**src/rtl/omsp_spm_cmd_seq_pkg.sv**
```systemverilog
// Shared constants and state encoding for the SPM command sequencer.
package omsp_spm_cmd_seq_pkg;

    localparam int unsigned SPM_NB_KEY_WORDS   = 8;
    localparam int unsigned SPM_KEY_WORD_W     = 16;
    localparam int unsigned SPM_TIMEOUT_CYCLES = 256;

    typedef enum logic [2:0] {
        StIdle   = 3'd0,
        StUpdate = 3'd1,
        StKey    = 3'd2,
        StWrite  = 3'd3,
        StFin    = 3'd4
    } seq_state_e;

endpackage

```
**src/rtl/omsp_spm_cmd_seq.sv**
```systemverilog
// Sequences protect/unprotect requests into SPM control strobes and streams the module key.
// Optional key-source idle timeout is enabled by defining SPM_KEY_TIMEOUT_EN.
module omsp_spm_cmd_seq
    import omsp_spm_cmd_seq_pkg::*;
#(
    parameter int unsigned NB_KEY_WORDS   = SPM_NB_KEY_WORDS,
    parameter int unsigned TIMEOUT_CYCLES = SPM_TIMEOUT_CYCLES
) (
    input  logic                      mclk,
    input  logic                      puc_rst,
    input  logic                      start,
    input  logic                      op,
    output logic                      busy,
    input  logic                      key_word_valid,
    input  logic [SPM_KEY_WORD_W-1:0] key_word,
    output logic                      key_word_ready,
    input  logic                      violation,
    output logic                      update_spm,
    output logic                      enable_spm,
    output logic                      write_key,
    output logic [SPM_KEY_WORD_W-1:0] key_in,
    output logic                      done,
    output logic                      result_ok,
    output logic                      timeout
);

    localparam int unsigned CNT_W = $clog2(NB_KEY_WORDS);
    localparam logic [CNT_W-1:0] LAST_WORD = CNT_W'(NB_KEY_WORDS - 1);

    if (NB_KEY_WORDS < 2 || TIMEOUT_CYCLES < 2 || TIMEOUT_CYCLES > 256) begin : g_bad_params
        $error("omsp_spm_cmd_seq: unsupported NB_KEY_WORDS or TIMEOUT_CYCLES");
    end

    seq_state_e                state_q, state_d;
    logic [CNT_W-1:0]          cnt_q, cnt_d;
    logic [SPM_KEY_WORD_W-1:0] key_in_q;
    logic                      op_q;
    logic                      armed_q;
    logic                      busy_q, update_q, write_q, done_q, ok_q;
    logic                      fin_ok;
    logic                      handshake;
    logic                      accept;

`ifdef SPM_KEY_TIMEOUT_EN
    logic [7:0] idle_q;
    logic       idle_expired;
    logic       fin_timeout;
    logic       timeout_q;
`endif

    assign handshake = (state_q == StKey) && key_word_valid;
    // armed_q masks a start coinciding with the first cycle after reset release
    assign accept    = (state_q == StIdle) && start && armed_q;

    always_comb begin
        state_d = state_q;
        cnt_d   = cnt_q;
        fin_ok  = 1'b0;
`ifdef SPM_KEY_TIMEOUT_EN
        fin_timeout = 1'b0;
`endif
        unique case (state_q)
            StIdle: begin
                if (accept) state_d = StUpdate;
            end
            StUpdate: begin
                if (violation) begin
                    state_d = StFin;
                end else if (!op_q) begin
                    state_d = StFin;
                    fin_ok  = 1'b1;
                end else begin
                    state_d = StKey;
                    cnt_d   = '0;
                end
            end
            StKey: begin
                if (handshake) begin
                    state_d = StWrite;
                end
`ifdef SPM_KEY_TIMEOUT_EN
                else if (idle_expired) begin
                    state_d     = StFin;
                    fin_timeout = 1'b1;
                end
`endif
            end
            StWrite: begin
                if (cnt_q == LAST_WORD) begin
                    state_d = StFin;
                    fin_ok  = 1'b1;
                    cnt_d   = '0;
                end else begin
                    state_d = StKey;
                    cnt_d   = cnt_q + 1'b1;
                end
            end
            StFin: begin
                state_d = StIdle;
            end
            default: begin
                state_d = StIdle;
            end
        endcase
    end

    // Strobes are registered from the next state so they line up with the state they denote
    always_ff @(posedge mclk or posedge puc_rst) begin
        if (puc_rst) begin
            state_q  <= StIdle;
            cnt_q    <= '0;
            key_in_q <= '0;
            op_q     <= 1'b0;
            armed_q  <= 1'b0;
            busy_q   <= 1'b0;
            update_q <= 1'b0;
            write_q  <= 1'b0;
            done_q   <= 1'b0;
            ok_q     <= 1'b0;
        end else begin
            state_q  <= state_d;
            cnt_q    <= cnt_d;
            armed_q  <= 1'b1;
            if (accept) op_q <= op;
            if (handshake) key_in_q <= key_word;
            busy_q   <= (state_d != StIdle);
            update_q <= (state_d == StUpdate);
            write_q  <= (state_d == StWrite);
            done_q   <= (state_d == StFin);
            if (state_d == StFin) ok_q <= fin_ok;
        end
    end

`ifdef SPM_KEY_TIMEOUT_EN
    assign idle_expired = (idle_q == 8'(TIMEOUT_CYCLES - 1));

    always_ff @(posedge mclk or posedge puc_rst) begin
        if (puc_rst) begin
            idle_q    <= '0;
            timeout_q <= 1'b0;
        end else begin
            if (state_q != StKey || handshake) idle_q <= '0;
            else                               idle_q <= idle_q + 1'b1;
            if (state_d == StFin) timeout_q <= fin_timeout;
        end
    end

    assign timeout = timeout_q;
`else
    assign timeout = 1'b0;
`endif

    assign busy           = busy_q;
    assign key_word_ready = (state_q == StKey);
    assign update_spm     = update_q;
    assign enable_spm     = op_q;
    assign write_key      = write_q;
    assign key_in         = key_in_q;
    assign done           = done_q;
    assign result_ok      = ok_q;

endmodule

```
**config.mk**
```make
export PLATFORM = sky130hd
export DESIGN_NAME = omsp_spm_cmd_seq
export DESIGN_NICKNAME = d
export VERILOG_FILES = /design/src/rtl/omsp_spm_cmd_seq_pkg.sv /design/src/rtl/omsp_spm_cmd_seq.sv
export SDC_FILE = /design/constraint.sdc
export NUM_CORES = 1
export LEC_CHECK = 0
export BUFFER_PORTS_ARGS = -buffer_cell sky130_fd_sc_hd__clkbuf_2
export CAP_MARGIN = 20
export CORE_UTILIZATION = 40
export DETAILED_ROUTE_END_ITERATION = 10
export PLACE_DENSITY = 0.69
export SKIP_LAST_GASP = 1
export SLEW_MARGIN = 20
export SYNTH_ARGS = -nofsm -noshare
export SYNTH_HDL_FRONTEND = slang
export SYNTH_SLANG_ARGS = --single-unit
```
**constraint.sdc**
```tcl
create_clock -name mclk -period 2.45 [get_ports mclk]
set_input_delay 0.3675 -clock mclk [delete_from_list [all_inputs] [get_ports mclk]]
set_output_delay 0.3675 -clock mclk [all_outputs]
set_load 0.02 [all_outputs]
```
==> results of run 1 <==
synthesized netlist by cell type:
library cell / number
dfrtp_1: 29
buf_6: 2
and2b_1: 1
nor4_2: 1
buf_12: 1
o21ai_0: 1
a22oi_1: 1
nand2_1: 3
a32o_1: 2
o22a_1: 1
a21oi_1: 2
o21a_1: 1
mux2_4: 9
nor3b_1: 2
buf_2: 1
nor2_1: 3
conb_1: 2
inv_1: 1
mux2_2: 8
a22o_1: 1
and2_1: 1
nor3_1: 1
nand2b_1: 1
buf_4: 1
nor2b_1: 4
nor3_4: 1
ha_1: 2
report_power, final:
group	internal [mW]	switching [mW]
registers	0.690	0.166
clock network	0.244	0.155
logic	0.413	0.449
stage by stage:
| step | setup WS [ns] | std cells | instance area, um2 | hold WS, ns |
|---|---|---|---|---|
| after floorplan | 1.01 | 83 | 1230 | 0.446 |
| after detailed placement | 0.822 | 155 | 1450 | 0.487 |
| final | 0.788 | 163 | 1530 | 0.128 |
| after global routing | 0.679 | 163 | 1530 | 0.169 |
| after global placement | 0.887 | 155 | 1450 | 0.480 |
| after CTS | 0.747 | 163 | 1530 | 0.149 |
path summary, 6_finish.rpt:
kind | start | end
min in group mclk | key_word[13] | key_in[13]
worst max register to register | state_q[1] | key_in[9]
worst min register to register | cnt_q[1] | cnt_q[1]
max in group asynchronous | puc_rst | key_in[3]
worst min-delay path | puc_rst | state_q[0]
worst max-delay path | state_q[1] | key_word_ready
layer usage:
metal / GRT usage [%] / vias to the layer above / wire (um)
met4: 8.71 / 0 / 57
met1: 17.6 / 379 / 906
met2: 23.6 / 24 / 1050
li1: - / 380 / -
met3: 4.76 / 7 / 109
met5: 0 / - / 0
cells by family after synthesis:
family | synth area share, %
other cells | 0.612
compound gates | 5.51
mux | 18.4
buf+inv | 4.80
fa+ha+maj | 2.04
simple gates | 9.49
flops | 59.2
worst max-delay path, stage by stage, from the launching register on:
cell and delay, ns:
dfrtp_1 0.55, nor3b_1 0.24, clkbuf_2 0.20
area by class of cell:
| type | instances | area share, % |
|---|---|---|
| Clock buffer | 7 | 3.60 |
| Clock inverter | 1 | 1.96 |
| Inverter | 1 | 0.245 |
| Multi-Input combinational cell | 48 | 28.9 |
| Sequential cell | 29 | 47.4 |
| Tap cell | 31 | 2.53 |
| Timing Repair Buffer | 46 | 15.4 |
==> summary.md, run 1 <==
| Metric | Value |
|---|---|
| Detail Route Antenna Nets | `0` |
| Die width | `~57 um` |
| Port bufs | `44` |
| Slew @ Worst Pin | `between 0.6 and 0.7 ns` |
| Violated checks | `design-rule violations` |
| DR vias/cell | `between 4 and 5` |
| Number of antenna violations at the first check in global routing | `0` |
| R2R setup slack | `around 0.83 ns` |
| Layout area overhead | `24.8%` |
| Root buffer cell | `clkbuf_4` |
| Power Total | `about 2.1 mW` |
| Largest register FFs | `16` |
| Layout cell share with drive strength beyond 1 | `54.5%` |
| Total GRT Usage | `~15%` |
| CP Capture Type | `output pin` |
| Min-delay worst type | `in2async` |
| Vias in the first global route | `around 830` |
| CP startpoint kind | `flop` |
| Total CTS buffers | `5` |
| Syn avg cell area | `about 15 um2` |
| Via count | `790` |
| CTS tree | `built` |
| Final setup fails | `0` |
| Commonest non-fill, non-tap cells in the layout | `clkbuf_2, dfrtp_1, mux2_4, mux2_2, clkbuf_4` |
| Fmax | `about 600 MHz` |
| CP Data Required Time | `about 2.1 ns` |
| Post-route DRC violation count | `4` |
| Routed WL | `about 2100 um` |
| Slew Viols, Final | `0` |
| Max-cap check violation count | `0` |
| Antenna Cells | `0` |
| Critical-path maximum fanout | `12` |
| Cells after Synth | `between 80 and 90` |
| Post-CTS Setup Bufs | `0` |
| Final hold violation count | `0` |
| Leading area contributor after synthesis | `dfrtp_1` |
| VDD IR max | `roughly 540 uV` |
| Total die area | `~3300 um2` |
| First-pass DRT Iterations | `7` |
| Most common cell after layout, fill and taps aside | `clkbuf_2` |
| Multi-input logic area | `442 um2` |
| Reg2Reg Depth | `4` |
| Core Region | `roughly 2800 um2` |
| # H-tree levels | `2` |
| Post-DP HPWL | `about 1600 um` |
| DIE HEIGHT | `around 57 um` |
| First-pass GRT wire length | `3620 um` |
| Number of top-level pins | `46` |
| Sequential share of the synthesized area | `between 50% and 60%` |
| Crit path DAT | `~1.3 ns` |
| Lkg Pwr | `between 0.7 and 0.8 nW` |
| Slew headroom | `~54%` |
| Fillers | `249` |
| Gr ovfl total | `0` |
| Reg area | `roughly 730 um2` |
| Setup Skew | `0.00793 ns` |
| Util after Layout | `around 54%` |
| Initial core utilization | `43.3%` |
| Final Critical Period | `1.66 ns` |
| Outcome | `finished, violations left` |
| Final net count | `between 150 and 200` |
| Count of different cell masters after synthesis | `27` |
| Synth warn | `0` |
| Synth Cell Area | `between 1000 and 1500 um2` |
| Critical path type | `reg2out` |
| PostCTS Resize Cnt | `0` |
| Clk Latency, worst-skew pair | `about 0.31 ns` |
| Gp weighted congestion | `between 0.7 and 0.8` |
| Sink Count | `29` |
| TNS Setup | `0 ns` |
| Hold bufs inserted after CTS | `0` |
| #FFs+latches synth | `29` |
| PD cells | `1380 nW/um2` |
| Top-area cell type share of the netlist area | `roughly three fifths` |
| Pin count of the biggest net entering global routing | `20` |
| Final Cycle Share | `67.9%` |
| Clock transition at path regs | `approximately 0.090 ns` |
| Syn nets | `107` |
| Wire per inst | `13.0 um` |
| Synth top area cells | `dfrtp_1, mux2_4, mux2_2` |
| Clock Tree Buf Depth | `2` |
| Drt initial violations | `10` |
| Rows | `19` |
| RSZ-0062 raised after global routing | `false` |
Note: power is estimated with default switching activity, not from simulation.
==> inputs of run 2 (changes only) <==
--- a/config.mk
+++ b/config.mk
@@ -9,7 +9,7 @@
 export CAP_MARGIN = 20
 export CORE_UTILIZATION = 40
 export DETAILED_ROUTE_END_ITERATION = 10
-export PLACE_DENSITY = 0.69
+export PLACE_DENSITY = 0.72
 export SKIP_LAST_GASP = 1
 export SLEW_MARGIN = 20
 export SYNTH_ARGS = -nofsm -noshare
==> constraint.sdc (replaced) <==
create_clock -name mclk -period 1.43 [get_ports mclk]
set_input_delay 0.2145 -clock mclk [delete_from_list [all_inputs] [get_ports mclk]]
set_output_delay 0.2145 -clock mclk [all_outputs]
set_load 0.02 [all_outputs]
==> run 2 against run 1 <==
Net effect: the run still ends with design-rule violations left; power up 91%; register-to-register slack lost 0.83 ns; clock-buffer cell count unchanged; final area rose by 12%; global-route usage up 1.3 points; clock skew about the same; core utilization rose by 6.7 points; cell count is 6.7% higher; non-clock buffer count is 11 higher; critical path type is now reg2reg.
==> summary.md, run 2 (synthesis gave the netlist of run 1 again) <==
| Metric | Value |
|---|---|
| Drt initial violations | `14` |
| Sink Count | `29` |
| CP cell instances | `buf_6 -> nor3_4 -> buf_6 -> clkbuf_16 -> mux2_4` |
| Slew Viols, Final | `0` |
| Total GRT Usage | `~16%` |
| CP dominant cell by count | `buf_6` |
| Metal-1 WL | `between 1000 and 1500 um` |
| Final Cycle Share | `between 90% and 100%` |
| Max-cap check violation count | `0` |
| Setup Skew | `approximately 0.008 ns` |
| Antenna Cells | `0` |
| Port bufs | `44` |
| # H-tree levels | `2` |
| Largest register FFs | `16` |
| Layout area overhead | `40.2%` |
| Die width | `roughly 57 um` |
| Reg area | `between 700 and 800 um2` |
| Worst setup margin | `~0.0026 ns` |
| CP startpoint kind | `flop` |
| Detail Route Antenna Nets | `0` |
| Clock Power Share | `roughly 17%` |
| Number of top-level pins | `46` |
| CP Data Required Time | `around 1.6 ns` |
| Critical-path maximum fanout | `8` |
| R2R setup slack | `between 0.002 and 0.003 ns` |
| Final hold violation count | `0` |
| Routed WL | `approximately 2500 um` |
| Root buffer cell | `clkbuf_4` |
| Fmax | `701 MHz` |
| Pre-CTS WS | `0.0405 ns` |
| Clock Tree Buf Depth | `2` |
| DIE HEIGHT | `approximately 57 um` |
| CP max-delay cell | `dfrtp_2` |
| Multi-input logic area | `around 480 um2` |
| Final setup fails | `0` |
| Clk Latency, worst-skew pair | `around 0.32 ns` |
| CP top delay family | `buffers and inverters` |
| Initial core utilization | `43.3%` |
| Commonest non-fill, non-tap cells in the layout | `clkbuf_2, dfrtp_1, mux2_4, buf_4, clkbuf_4` |
| VDD IR max | `approximately 950 uV` |
| Combinational Power Share | `just under 50%` |
| Clock transition at path regs | `around 0.090 ns` |
| CTS tree | `built` |
| Rows | `19` |
| Gr ovfl total | `0` |
| Final Critical Period | `between 1 and 1.5 ns` |
| Power Total | `4.03 mW` |
| Final net count | `166` |
| CP Buf/Inv Count | `3` |
| Number of antenna violations at the first check in global routing | `0` |
| P_sw | `approximately 1.4 mW` |
| Sw Ratio | `about a third` |
| RSZ-0062 raised after global routing | `true` |
| Post-DP HPWL | `roughly 1700 um` |
| Min-delay worst type | `in2reg` |
| PD cells | `2340 nW/um2` |
| Util after Layout | `between 60 and 70%` |
| Max layer used | `met4` |
| Vias in the first global route | `approximately 880` |
| Lkg Pwr | `between 0.8 and 0.9 nW` |
| Most common cell after layout, fill and taps aside | `clkbuf_2` |
| DR vias/cell | `slightly below 5` |
| Via count | `between 800 and 900` |
| Share of power burned in registers | `between 30% and 40%` |
| Slowest stage delay, CP | `about 0.42 ns` |
| Gp weighted congestion | `just over 0.7` |
| First-pass GRT wire length | `3860 um` |
| Fillers | `224` |
| Post-route DRC violation count | `4` |
| Core Region | `between 2000 and 3000 um2` |
| Total CTS buffers | `5` |
| Layout cell share with drive strength beyond 1 | `60.8%` |
| Crit path DAT | `1.64 ns` |
| Critical path type | `reg2reg` |
| Metal2 WL | `around 1300 um` |
| Total die area | `between 3000 and 4000 um2` |
| CP Capture Type | `flop` |
| WL met3 | `just under 90 um` |
| Wire per inst | `roughly 14 um` |
| First-pass DRT Iterations | `6` |
| P_int | `between 2 and 3 mW` |
| Pin count of the biggest net entering global routing | `30` |
| Violated checks | `design-rule violations` |
| Outcome | `finished, violations left` |
-- run 2: cell types whose count changed in the layout (fill, tap and decap cells not counted), sizes merged --
| cell | change |
|---|---|
| buf | +9 |
| clkbuf | +1 |
| dlygate4sd3 | +1 |
-- run 2: repair_timing --
item                                    4_1_cts  5_1_grt
endpoints found under the setup margin        1       21
hold buffers                                  1        0
resized for setup                             5       13
setup buffers                                 2        2
endpoints found under the hold margin        29        0
cloned                                        0        2
pin swaps                                     1        0
-- run 2: worst paths after layout --
kind | start | to | cells past startpoint
setup / recovery | state_q[2] | key_in[3] | 5
hold / removal | key_word[9] | key_in[9] | 2
setup reg to reg | state_q[2] | key_in[3] | 5
max in group asynchronous | puc_rst | state_q[2] | 4
min in group asynchronous | puc_rst | key_in[1] | 4
hold reg to reg | cnt_q[1] | cnt_q[1] | 1
-- run 2: area by class of cell --
cell class | instances | share of cell area (%)
Sequential cell | 29 | 42.4
Multi-Input combinational cell | 48 | 27.8
Timing Repair Buffer | 57 | 22.4
Clock buffer | 7 | 3.20
Tap cell | 31 | 2.26
Clock inverter | 1 | 1.75
Inverter | 1 | 0.218
-- run 2: metal layers --
metal / global-route usage (%) / up-vias
li1: - / 406
met1: 17.4 / 421
met2: 27.7 / 21
met3: 5.67 / 5
met4: 8.36 / 0
met5: 0 / -
-- run 2: stage by stage --
| step | hold WS, ns | area (um2) | TNS [ns] | instances |
|---|---|---|---|---|
| CTS | 0.111 | 1610 | -0.0517 | 170 |
| detailed placement | 0.289 | 1490 | 0 | 159 |
| floorplan | 0.293 | 1230 | -0.102 | 83 |
| finish | 0.124 | 1720 | 0 | 174 |
| global route | 0.107 | 1720 | -0.296 | 174 |
| global placement | 0.276 | 1490 | 0 | 159 |
-- run 2: power groups by stage --
stage                     clock, mW  sequential (mW)  combinational (mW)
after floorplan                   0             1.74               0.845
after global placement            0             1.42                1.60
after detailed placement          0             1.45                1.64
after CTS                     0.706             1.41                1.74
after global routing          0.749             1.45                2.08
final                         0.685             1.41                1.94
